--- config.mk ---
export PLATFORM = sky130hd
export DESIGN_NAME = pixel_stream_tx
export DESIGN_NICKNAME = d
export VERILOG_FILES = /design/src/rtl/isp_pkg.sv /design/src/rtl/pixel_scan_ctr.sv /design/src/rtl/pixel_stream_tx.sv
export SDC_FILE = /design/constraint.sdc
export NUM_CORES = 1
export LEC_CHECK = 0
export ABC_AREA = 1
export CORE_ASPECT_RATIO = 0.8
export CORE_MARGIN = 8
export CORE_UTILIZATION = 39
export DETAILED_ROUTE_END_ITERATION = 8
export HOLD_SLACK_MARGIN = 0.12
export PLACE_DENSITY_LB_ADDON = 0.1
export SLEW_MARGIN = 25
export SYNTH_ARGS = -nofsm -noshare
export SYNTH_HDL_FRONTEND = slang
export SYNTH_SLANG_ARGS = --single-unit
--- constraint.sdc ---
create_clock -name clk -period 2.4 [get_ports clk]
set_clock_uncertainty 0.1 [all_clocks]
set_input_delay 0.48 -clock clk [delete_from_list [all_inputs] [get_ports clk]]
set_output_delay 0.48 -clock clk [all_outputs]
set_load 0.1 [all_outputs]
--- src/rtl/isp_pkg.sv ---
// Shared ISP definitions: colour codes, strip geometry and RGB payload helpers.
package isp_pkg;

  localparam int unsigned STRIP_ROWS = 6;
  localparam int unsigned STRIP_STEP = 4;
  localparam int unsigned SAMPLE_W   = 8;

  typedef enum logic [2:0] {
    COLOR_RED   = 3'd0,
    COLOR_GREEN = 3'd1,
    COLOR_BLUE  = 3'd2,
    COLOR_VOID  = 3'd3
  } color_e;

  typedef struct packed {
    logic [SAMPLE_W-1:0] r;
    logic [SAMPLE_W-1:0] g;
    logic [SAMPLE_W-1:0] b;
  } rgb_t;

  // Selects one colour sample of a pixel; VOID yields zero.
  function automatic logic [SAMPLE_W-1:0] color_sample(input rgb_t px, input color_e c);
    case (c)
      COLOR_RED:   return px.r;
      COLOR_GREEN: return px.g;
      COLOR_BLUE:  return px.b;
      default:     return '0;
    endcase
  endfunction

endpackage

--- src/rtl/pixel_scan_ctr.sv ---
// Strip scan position (row-in-strip, column, strip base row) and frame-buffer address.
module pixel_scan_ctr
  import isp_pkg::*;
#(
  parameter int unsigned IMG_W  = 16,
  parameter int unsigned IMG_H  = 18,
  parameter int unsigned ADDR_W = 18
) (
  input  logic              clk,
  input  logic              rst,
  input  logic              clr,
  input  logic              adv,
  output logic [ADDR_W-1:0] addr,
  output logic              last_col,
  output logic              exhausted
);

  localparam int unsigned COL_W = (IMG_W > 1) ? $clog2(IMG_W) : 1;
  localparam int unsigned ROW_W = $clog2(IMG_H);
  localparam int unsigned SUB_W = 3;
  localparam logic [ROW_W-1:0] LAST_R0 = ROW_W'(IMG_H - STRIP_ROWS);

  logic [SUB_W-1:0] sub_q;
  logic [COL_W-1:0] col_q;
  logic [ROW_W-1:0] r0_q;
  logic             exh_q;
  logic             sub_wrap;
  logic             final_px;

  assign sub_wrap  = (sub_q == SUB_W'(STRIP_ROWS - 1));
  assign last_col  = (col_q == COL_W'(IMG_W - 1));
  assign final_px  = sub_wrap && last_col && (r0_q == LAST_R0);
  assign exhausted = exh_q;
  assign addr      = ADDR_W'((ADDR_W'(r0_q) + ADDR_W'(sub_q)) * ADDR_W'(IMG_W)) + ADDR_W'(col_q);

  // Advance row within column, then column, then strip; flag once the final pixel is issued.
  always_ff @(posedge clk or negedge rst) begin
    if (!rst) begin
      sub_q <= '0;
      col_q <= '0;
      r0_q  <= '0;
      exh_q <= 1'b0;
    end else if (clr) begin
      sub_q <= '0;
      col_q <= '0;
      r0_q  <= '0;
      exh_q <= 1'b0;
    end else if (adv && !exh_q) begin
      if (final_px) begin
        exh_q <= 1'b1;
      end else if (!sub_wrap) begin
        sub_q <= sub_q + SUB_W'(1);
      end else begin
        sub_q <= '0;
        if (!last_col) begin
          col_q <= col_q + COL_W'(1);
        end else begin
          col_q <= '0;
          r0_q  <= r0_q + ROW_W'(STRIP_STEP);
        end
      end
    end
  end

endmodule

--- src/rtl/pixel_stream_tx.sv ---
// Streams a frame buffer as overlapping 6-row strips, one R/G/B beat per cycle.
// Optional build macro PIXEL_TX_GAP_EN adds gap_len VOID cycles after each B beat.
module pixel_stream_tx
  import isp_pkg::*;
#(
  parameter int unsigned IMG_W  = 16,
  parameter int unsigned IMG_H  = 18,
  parameter int unsigned ADDR_W = 18
) (
  input  logic              clk,
  input  logic              rst,
  input  logic              start,
`ifdef PIXEL_TX_GAP_EN
  input  logic [3:0]        gap_len,
`endif
  output logic              mem_rd_en,
  output logic [ADDR_W-1:0] mem_addr,
  input  logic [23:0]       mem_rdata,
  output logic [7:0]        pixel_out,
  output logic              valid_out,
  output logic [2:0]        color_out,
  output logic              last_out,
  output logic              busy,
  output logic              done
);

  localparam int unsigned GAP_W = 4;
  localparam int unsigned OFF_W = 5;

  typedef enum logic [2:0] {
    IDLE  = 3'd0,
    FETCH = 3'd1,
    EMIT  = 3'd2,
    DONE  = 3'd3
`ifdef PIXEL_TX_GAP_EN
    , GAP = 3'd4
`endif
  } state_e;

  state_e            state_q, state_d;
  logic [OFF_W-1:0]  off_q, off_d;
  color_e            color_q, color_d;
  logic              rd_en_d, valid_d, last_d, busy_d, done_d;
  logic [ADDR_W-1:0] addr_d;
  logic              issue_rd;

  logic [GAP_W-1:0]  gap_q;
  logic              rd_d1;
  logic              rd_last_q;
  rgb_t              hold_q;
  logic              hold_last;

  logic [ADDR_W-1:0] scan_addr;
  logic              scan_last_col;
  logic              scan_exh;
  logic              scan_clr;

  pixel_scan_ctr #(
    .IMG_W  (IMG_W),
    .IMG_H  (IMG_H),
    .ADDR_W (ADDR_W)
  ) u_scan (
    .clk       (clk),
    .rst       (rst),
    .clr       (scan_clr),
    .adv       (issue_rd),
    .addr      (scan_addr),
    .last_col  (scan_last_col),
    .exhausted (scan_exh)
  );

  assign color_out = color_q;
  assign pixel_out = color_sample(hold_q, color_q);

`ifdef PIXEL_TX_GAP_EN
  // Gap length is fixed for the whole frame at the accepted start.
  always_ff @(posedge clk or negedge rst) begin
    if (!rst)                        gap_q <= '0;
    else if (state_q == IDLE && start) gap_q <= gap_len;
  end
`else
  assign gap_q = '0;
`endif

  // Read-return pipeline: capture pixel data and its last-column tag one cycle after the read.
  always_ff @(posedge clk or negedge rst) begin
    if (!rst) begin
      rd_d1     <= 1'b0;
      rd_last_q <= 1'b0;
      hold_q    <= '0;
      hold_last <= 1'b0;
    end else begin
      rd_d1 <= mem_rd_en;
      if (issue_rd) rd_last_q <= scan_last_col;
      if (rd_d1) begin
        hold_q    <= rgb_t'(mem_rdata);
        hold_last <= rd_last_q;
      end
    end
  end

  // State and registered outputs.
  always_ff @(posedge clk or negedge rst) begin
    if (!rst) begin
      state_q   <= IDLE;
      off_q     <= '0;
      mem_rd_en <= 1'b0;
      mem_addr  <= '0;
      valid_out <= 1'b0;
      color_q   <= COLOR_VOID;
      last_out  <= 1'b0;
      busy      <= 1'b0;
      done      <= 1'b0;
    end else begin
      state_q   <= state_d;
      off_q     <= off_d;
      mem_rd_en <= rd_en_d;
      mem_addr  <= addr_d;
      valid_out <= valid_d;
      color_q   <= color_d;
      last_out  <= last_d;
      busy      <= busy_d;
      done      <= done_d;
    end
  end

  // off_q counts cycles since the current R beat; next read lands gap cycles after the G beat.
  always_comb begin
    state_d  = state_q;
    off_d    = off_q;
    rd_en_d  = 1'b0;
    addr_d   = mem_addr;
    valid_d  = 1'b0;
    color_d  = COLOR_VOID;
    last_d   = 1'b0;
    busy_d   = busy;
    done_d   = 1'b0;
    scan_clr = 1'b0;
    issue_rd = 1'b0;

    case (state_q)
      IDLE: begin
        busy_d = 1'b0;
        if (start) begin
          state_d  = FETCH;
          off_d    = '0;
          issue_rd = 1'b1;
          busy_d   = 1'b1;
        end
      end
      FETCH: begin
        if (off_q == '0) begin
          off_d = OFF_W'(1);
        end else begin
          state_d = EMIT;
          off_d   = '0;
          valid_d = 1'b1;
          color_d = COLOR_RED;
          last_d  = rd_last_q;
        end
      end
`ifdef PIXEL_TX_GAP_EN
      EMIT, GAP: begin
`else
      EMIT: begin
`endif
        if (off_q == OFF_W'(gap_q) && !scan_exh) issue_rd = 1'b1;
        if (off_q == OFF_W'(gap_q) + OFF_W'(2)) begin
          // A read issued last cycle means another pixel follows.
          if (rd_d1) begin
            state_d = EMIT;
            off_d   = '0;
            valid_d = 1'b1;
            color_d = COLOR_RED;
            last_d  = rd_last_q;
          end else begin
            state_d = DONE;
            done_d  = 1'b1;
            busy_d  = 1'b0;
          end
        end else begin
          off_d = off_q + OFF_W'(1);
          if (off_q == OFF_W'(0)) begin
            state_d = EMIT;
            valid_d = 1'b1;
            color_d = COLOR_GREEN;
            last_d  = hold_last;
          end else if (off_q == OFF_W'(1)) begin
            state_d = EMIT;
            valid_d = 1'b1;
            color_d = COLOR_BLUE;
            last_d  = hold_last;
          end else begin
`ifdef PIXEL_TX_GAP_EN
            state_d = GAP;
`else
            state_d = EMIT;
`endif
          end
        end
      end
      DONE: begin
        state_d  = IDLE;
        scan_clr = 1'b1;
        busy_d   = 1'b0;
      end
      default: begin
        state_d = IDLE;
      end
    endcase

    if (issue_rd) begin
      rd_en_d = 1'b1;
      addr_d  = scan_addr;
    end
  end

endmodule
==> impl_metrics.csv, run 1 <==
group,metric,value,unit
status,status,"finished clean",
timing,hold_violations,0,
timing,fin_crit_sh,96.9,%
clocking,clk_path_buf_depth,2,
floorplanning,initial_core_util,40.1,%
clocking,insertion_delay,340,ps
floorplanning,dieWidth,117,µm
setup_path,r2r-end,"u_scan.col_q[1]$_DFFE_PN0P_",
flow_run,cap_violations,0,
clocking,cts_tree,"yes",
yosys,ys_warn_count,0,
grt,track_usage,13.7,%
floorplanning,num_rows,29,
final_layout,register_area,0.00156,mm²
setup_path,max_stage_delay,640,ps
yosys,syn_inst,372,
placed_design,io_buffer_count,51,
timing,fin_crit,2330,ps
final_layout,final_common_cell,"nand2_1",
final_layout,fin_util,53.0,%
setup_path,crit_buf_inv,1,
clocking,clock-sinks,62,
grt,grt_overflow,0,
setup_path,cp-startpoint,"color_out[1]$_DFF_PN1_",
yosys,synth-seq-cells,62,
setup_path,critPathKind,"register to output pin",
detailed_routing,wl_per_cell,13.5,µm
final_layout,fillers,760,
clocking,root_buffer,"clkbuf_8",
clocking,clk_pin_slew_worst_paths,70,ps
floorplanning,fp.dieH,96.6,µm
detailed_routing,ant_nets,0,
timing,fmax,430,MHz
setup_path,r2r_slack,470,ps
setup_path,cp.arrival,1750,ps
yosys,ys_types,36,
detailed_routing,drc,0,
yosys,seq_area_frac_synth,49.0,%
detailed_routing,initialDrtViolationCount,85,
setup_path,worstRegToRegCells,11,
clocking,cts-buffers-inserted,9,
setup_path,path_max_fanout,8,
yosys,netlist_area,0.00317,mm²
final_layout,layout_common_cells,"109 x nand2_1, 60 x dfrtp_1, 46 x inv_1",
detailed_routing,vias,2524,
setup_path,reg2reg_from,"state_q[0]$_DFFE_PN0P_",
setup_path,cp_top_family,"flip-flops",
grt,grt_first_pass_wirelength,12500,µm
final_layout,drive_gt1_share,18.7,%
floorplanning,ios,61,
timing,setup_viol,0,
timing,finalMaxSlewViolations,0,
final_layout,final_nets,469,
setup_path,cp_slowest_cell,"dfstp_4",
floorplanning,dieArea,0.0113,mm²
detailed_routing,postRouteWirelength,7340,µm
final_layout,antenna_cells,0,
yosys,avgSynthCellArea,8.52,µm²
min_path,hold_class,"register to register",
detailed_routing,avgViaCountPerCell,4.66,
placed_design,dpl.hpwl,5490,µm
setup_path,critical_path.startpoint_type,"register",
placed_design,finalWeightedCongestion,0.824,
clocking,htreeDepth,3,
grt,grt_pass1_vias,2508,
grt,grt_max_degree,44,
timing,tns,0,ps
min_path,worstHoldStart,"mem_rd_en$_DFF_PN0_",
min_path,min_path_cells,0,
final_layout,area_growth,32.2,%
timing,grt_setup_unrepaired,"false",
setup_path,critPathRequiredTime,1820,ps
detailed_routing,dr.pass1.iters,4,
final_layout,multiInputGateArea,0.00150,mm²
floorplanning,core,0.00791,mm²
setup_path,crit_path_cell_trace,"nand2_2 -> o221ai_4 -> buf_12",
setup_path,endpoint_kind,"output pin",
clocking,post_cts_buffers,0,
grt,antenna_found_initial,0,
min_path,hold_end,"rd_d1$_DFF_PN0_",
## repair_timing
item	4_1_cts	5_1_grt
endpoints found under the hold margin	19	0
resized for setup	1	0
hold buffers	1	0
endpoints found under the setup margin	1	0
## how the worst max path moves through the flow
stage,to,slack (ps),cells after the start
floorplan,pixel_out[0],60,2
global placement,pixel_out[3],430,4
detailed placement,pixel_out[4],370,4
CTS,pixel_out[4],50,3
global route,pixel_out[3],6,3
finish,pixel_out[3],70,3
## registers in the layout (all words and copies together), names as in the netlist, 2 cells and up
signal	cells
u_scan.col_q	4
state_q	2
off_q	5
mem_addr	10
color_out	2
hold_q	24
u_scan.sub_q	3
u_scan.r0_q	3
## cell families (layout without fill, tap and decap cells)
family                     Yosys count  in the layout  synth area share [%]
DFF                                 62             62                  49.0
buffers and inverters               66            120                  9.27
and+or+nand+nor                    173            173                  25.1
xor gates and xnor gates             3              3                 0.829
AOI/OAI and AO/OA                   54             54                  10.5
other                                1              9                 0.118
adders and majority gates           13             13                  5.13
## through the flow
stage          instance area (µm²)  hold WS [ps]  std cells  worst slack, ps
2_1_floorplan                 3350          84.4        380             61.1
3_3_place_gp                  3960           303        525              429
3_5_place_dp                  3960           304        525              368
4_1_cts                       4190           316        542             45.7
5_1_grt                       4190           322        542             5.76
6_report                      4190           306        542             74.7
## area by class of cell
class	instances	area share [%]
flip-flops and latches	62	37.3
multi-input cells	252	35.7
clock buffers	10	3.28
inverters	49	4.45
repair buffers	55	14.0
clock inverters	6	2.03
well taps	108	3.22
## Yosys cell counts (all sizes together)
cell type,count,share of area [%]
a21oi,8,1.4
clkbuf,5,0.59
nand4,9,1.8
nor2,20,3.2
nand3,24,4.3
nor3,2,0.32
o31ai,1,0.39
xor2,3,0.83
buf,12,2.8
o21bai,1,0.24
inv,49,5.9
dfrtp,60,47
or2,1,0.20
o211ai,1,0.24
ha,13,5.1
o22ai,1,0.20
conb,1,0.12
o221ai,8,2.2
nor3b,1,0.24
o21ai,34,5.8
nand2,116,15
dfstp,2,1.7
## routing by layer
layer  vias to the layer above  GRT usage (%)  part of all wire (%)
li1                       1292              -                     -
met1                      1175           18.6                    51
met2                        49           20.1                    43
met3                         8           4.66                   5.5
met4                         0           3.73                  0.80
met5                         -              0                     0
## worst reg2reg max path, cell delays in order (launching register included)
cell	delay, ps
dfrtp_1	430
inv_1	100
ha_1	310
inv_2	150
nor2_4	130
nand3_4	110
nand2_8	140
nand2_4	60
nand2_4	110
nand2_4	70
nand2_1	60
nand2_1	50
Power of run 1 is not shown: default switching activity piles up to over one toggle a cycle in this logic, so the estimate is an artifact.
==> run 2: changes to the inputs <==
Settings changed: CORE_UTILIZATION 39 to 48, DONT_BUFFER_PORTS set to 1, SKIP_LAST_GASP set to 1.
==> run 2 against run 1 <==
  * Global-route usage is 2.2 points higher
  * Critical path depth is the same
  * Largest cell class unchanged
  * Non-clock buffer count fell by 26
  * Die area is 16% lower
  * Critical endpoint is now pixel_out[0]
  * Sequential cell count did not move
  * Register-to-register slack worse by 30 ps
  * Routed wire length fell by 4.8%
==> impl_metrics.csv, run 2 (synthesis results as in run 1) <==
group,metric,value,unit
status,status,"finished clean",
clocking,clock-sinks,62,
floorplanning,fp.dieH,88.7,µm
grt,antenna_found_initial,0,
detailed_routing,initialDrtViolationCount,115,
final_layout,area_growth,24.3,%
timing,fin_crit,2310,ps
setup_path,cp.arrival,1730,ps
placed_design,place_area,0.00365,mm²
detailed_routing,vias,2470,
timing,finalMaxSlewViolations,0,
detailed_routing,dr.pass1.iters,5,
grt,grt_overflow,0,
clocking,htreeDepth,3,
grt,grt_max_degree,63,
setup_path,cp_top_family,"flip-flops",
timing,grt_setup_unrepaired,"false",
detailed_routing,ant_nets,0,
placed_design,dpl.hpwl,5110,µm
detailed_routing,avgViaCountPerCell,5.02,
floorplanning,dieArea,0.00948,mm²
setup_path,critical_path.startpoint_type,"register",
final_layout,layout_common_cells,"109 x nand2_1, 60 x dfrtp_1, 46 x inv_1",
min_path,min_path_cells,2,
setup_path,cp-startpoint,"color_out[1]$_DFF_PN1_",
clocking,clk_pin_slew_worst_paths,70,ps
final_layout,multiInputGateArea,0.00150,mm²
setup_path,path_max_fanout,8,
final_layout,fillers,583,
timing,fin_crit_sh,96.1,%
clocking,insertion_delay,330,ps
final_layout,final_nets,443,
setup_path,critPathKind,"register to output pin",
final_layout,top_register,"hold_q",
grt,grt_pass1_vias,2452,
final_layout,final_common_cell,"nand2_1",
grt,grt_first_pass_wirelength,11800,µm
timing,tns,0,ps
floorplanning,num_rows,26,
detailed_routing,postRouteWirelength,6990,µm
setup_path,worstRegToRegCells,11,
flow_run,cap_violations,0,
clocking,cts_tree,"yes",
floorplanning,ios,61,
floorplanning,core,0.00638,mm²
setup_path,crit_buf_inv,1,
timing,hold_slack,160,ps
setup_path,max_stage_delay,640,ps
grt,track_usage,15.9,%
setup_path,cp.depth,3,
setup_path,cp_slowest_cell,"dfstp_4",
detailed_routing,drc,0,
setup_path,endpoint_kind,"output pin",
setup_path,critPathRequiredTime,1820,ps
min_path,worstHoldStart,"mem_rdata[20]",
final_layout,drive_gt1_share,19.1,%
setup_path,crit_path_cell_trace,"nand2_2 -> o221ai_4 -> buf_12",
timing,hold_violations,0,
min_path,hold_class,"input port to register",
placed_design,io_buffer_count,0,
detailed_routing,wl_per_cell,14.2,µm
clocking,clk_path_buf_depth,2,
final_layout,register_area,0.00156,mm²
timing,fmax,434,MHz
final_layout,fin_util,61.8,%
setup_path,reg2reg_from,"state_q[0]$_DFFE_PN0P_",
floorplanning,initial_core_util,49.7,%
floorplanning,dieWidth,107,µm
clocking,cts-buffers-inserted,9,
placed_design,finalWeightedCongestion,0.829,
final_layout,antenna_cells,0,
final_layout,largest_reg_flops,24,
clocking,root_buffer,"clkbuf_8",
final_layout,reg_top3,"hold_q x24, mem_addr x10, off_q x5",
timing,setup_viol,0,
final_layout,fin_area,0.00394,mm²
clocking,post_cts_buffers,0,
[run 2: cell count changes in the layout (fill, tap and decap cells not counted), sizes merged]
cell           change
clkinv             -2
clkinvlp           -2
bufinv             +1
buf                -1
clkdlybuf4s50     -25
clkbuf             +3
[run 2: stage by stage]
| step | cells | worst slack [ps] |
|---|---|---|
| after global placement | 474 | 401 |
| after detailed placement | 474 | 401 |
| final | 492 | 94.2 |
| after CTS | 492 | 14.3 |
| after floorplan | 380 | 61.1 |
| after global routing | 492 | 0.950 |
[run 2: layout make-up]
class,count,share of cell area (%)
clock buffer,13,4.03
clock inverter,3,2.29
inverter,49,4.73
multi-input combinational,252,38.0
sequential,62,39.6
tap,84,2.67
timing repair buffer,29,8.64
[run 2: what timing repair did]
| item | in CTS | in global routing |
|---|---|---|
| endpoints found under the setup margin | 0 | 8 |
| hold buffers | 2 | 0 |
| gates resized for setup | 0 | 1 |
| endpoints found under the hold margin | 62 | 0 |
[run 2: worst paths after layout]
check	to	slack, ps
max in group asynchronous	color_out[1]$_DFF_PN1_	1330
worst max-delay path	pixel_out[0]	90
min in group asynchronous	off_q[3]$_DFFE_PN0P_	570
worst max register to register	u_scan.col_q[1]$_DFFE_PN0P_	440
worst min-delay path	hold_q[20]$_DFFE_PN0P_	160
worst min register to register	rd_d1$_DFF_PN0_	280
[run 2: per-layer routing]
layer	part of all wire (%)	track usage, %	vias to the layer above
li1	-	-	1246
met2	46	23.6	66
met1	46	20.6	1148
met4	1.5	5.48	0
met3	6.4	6.11	10
met5	0	0	-
Power of run 2 is left out for the same reason.
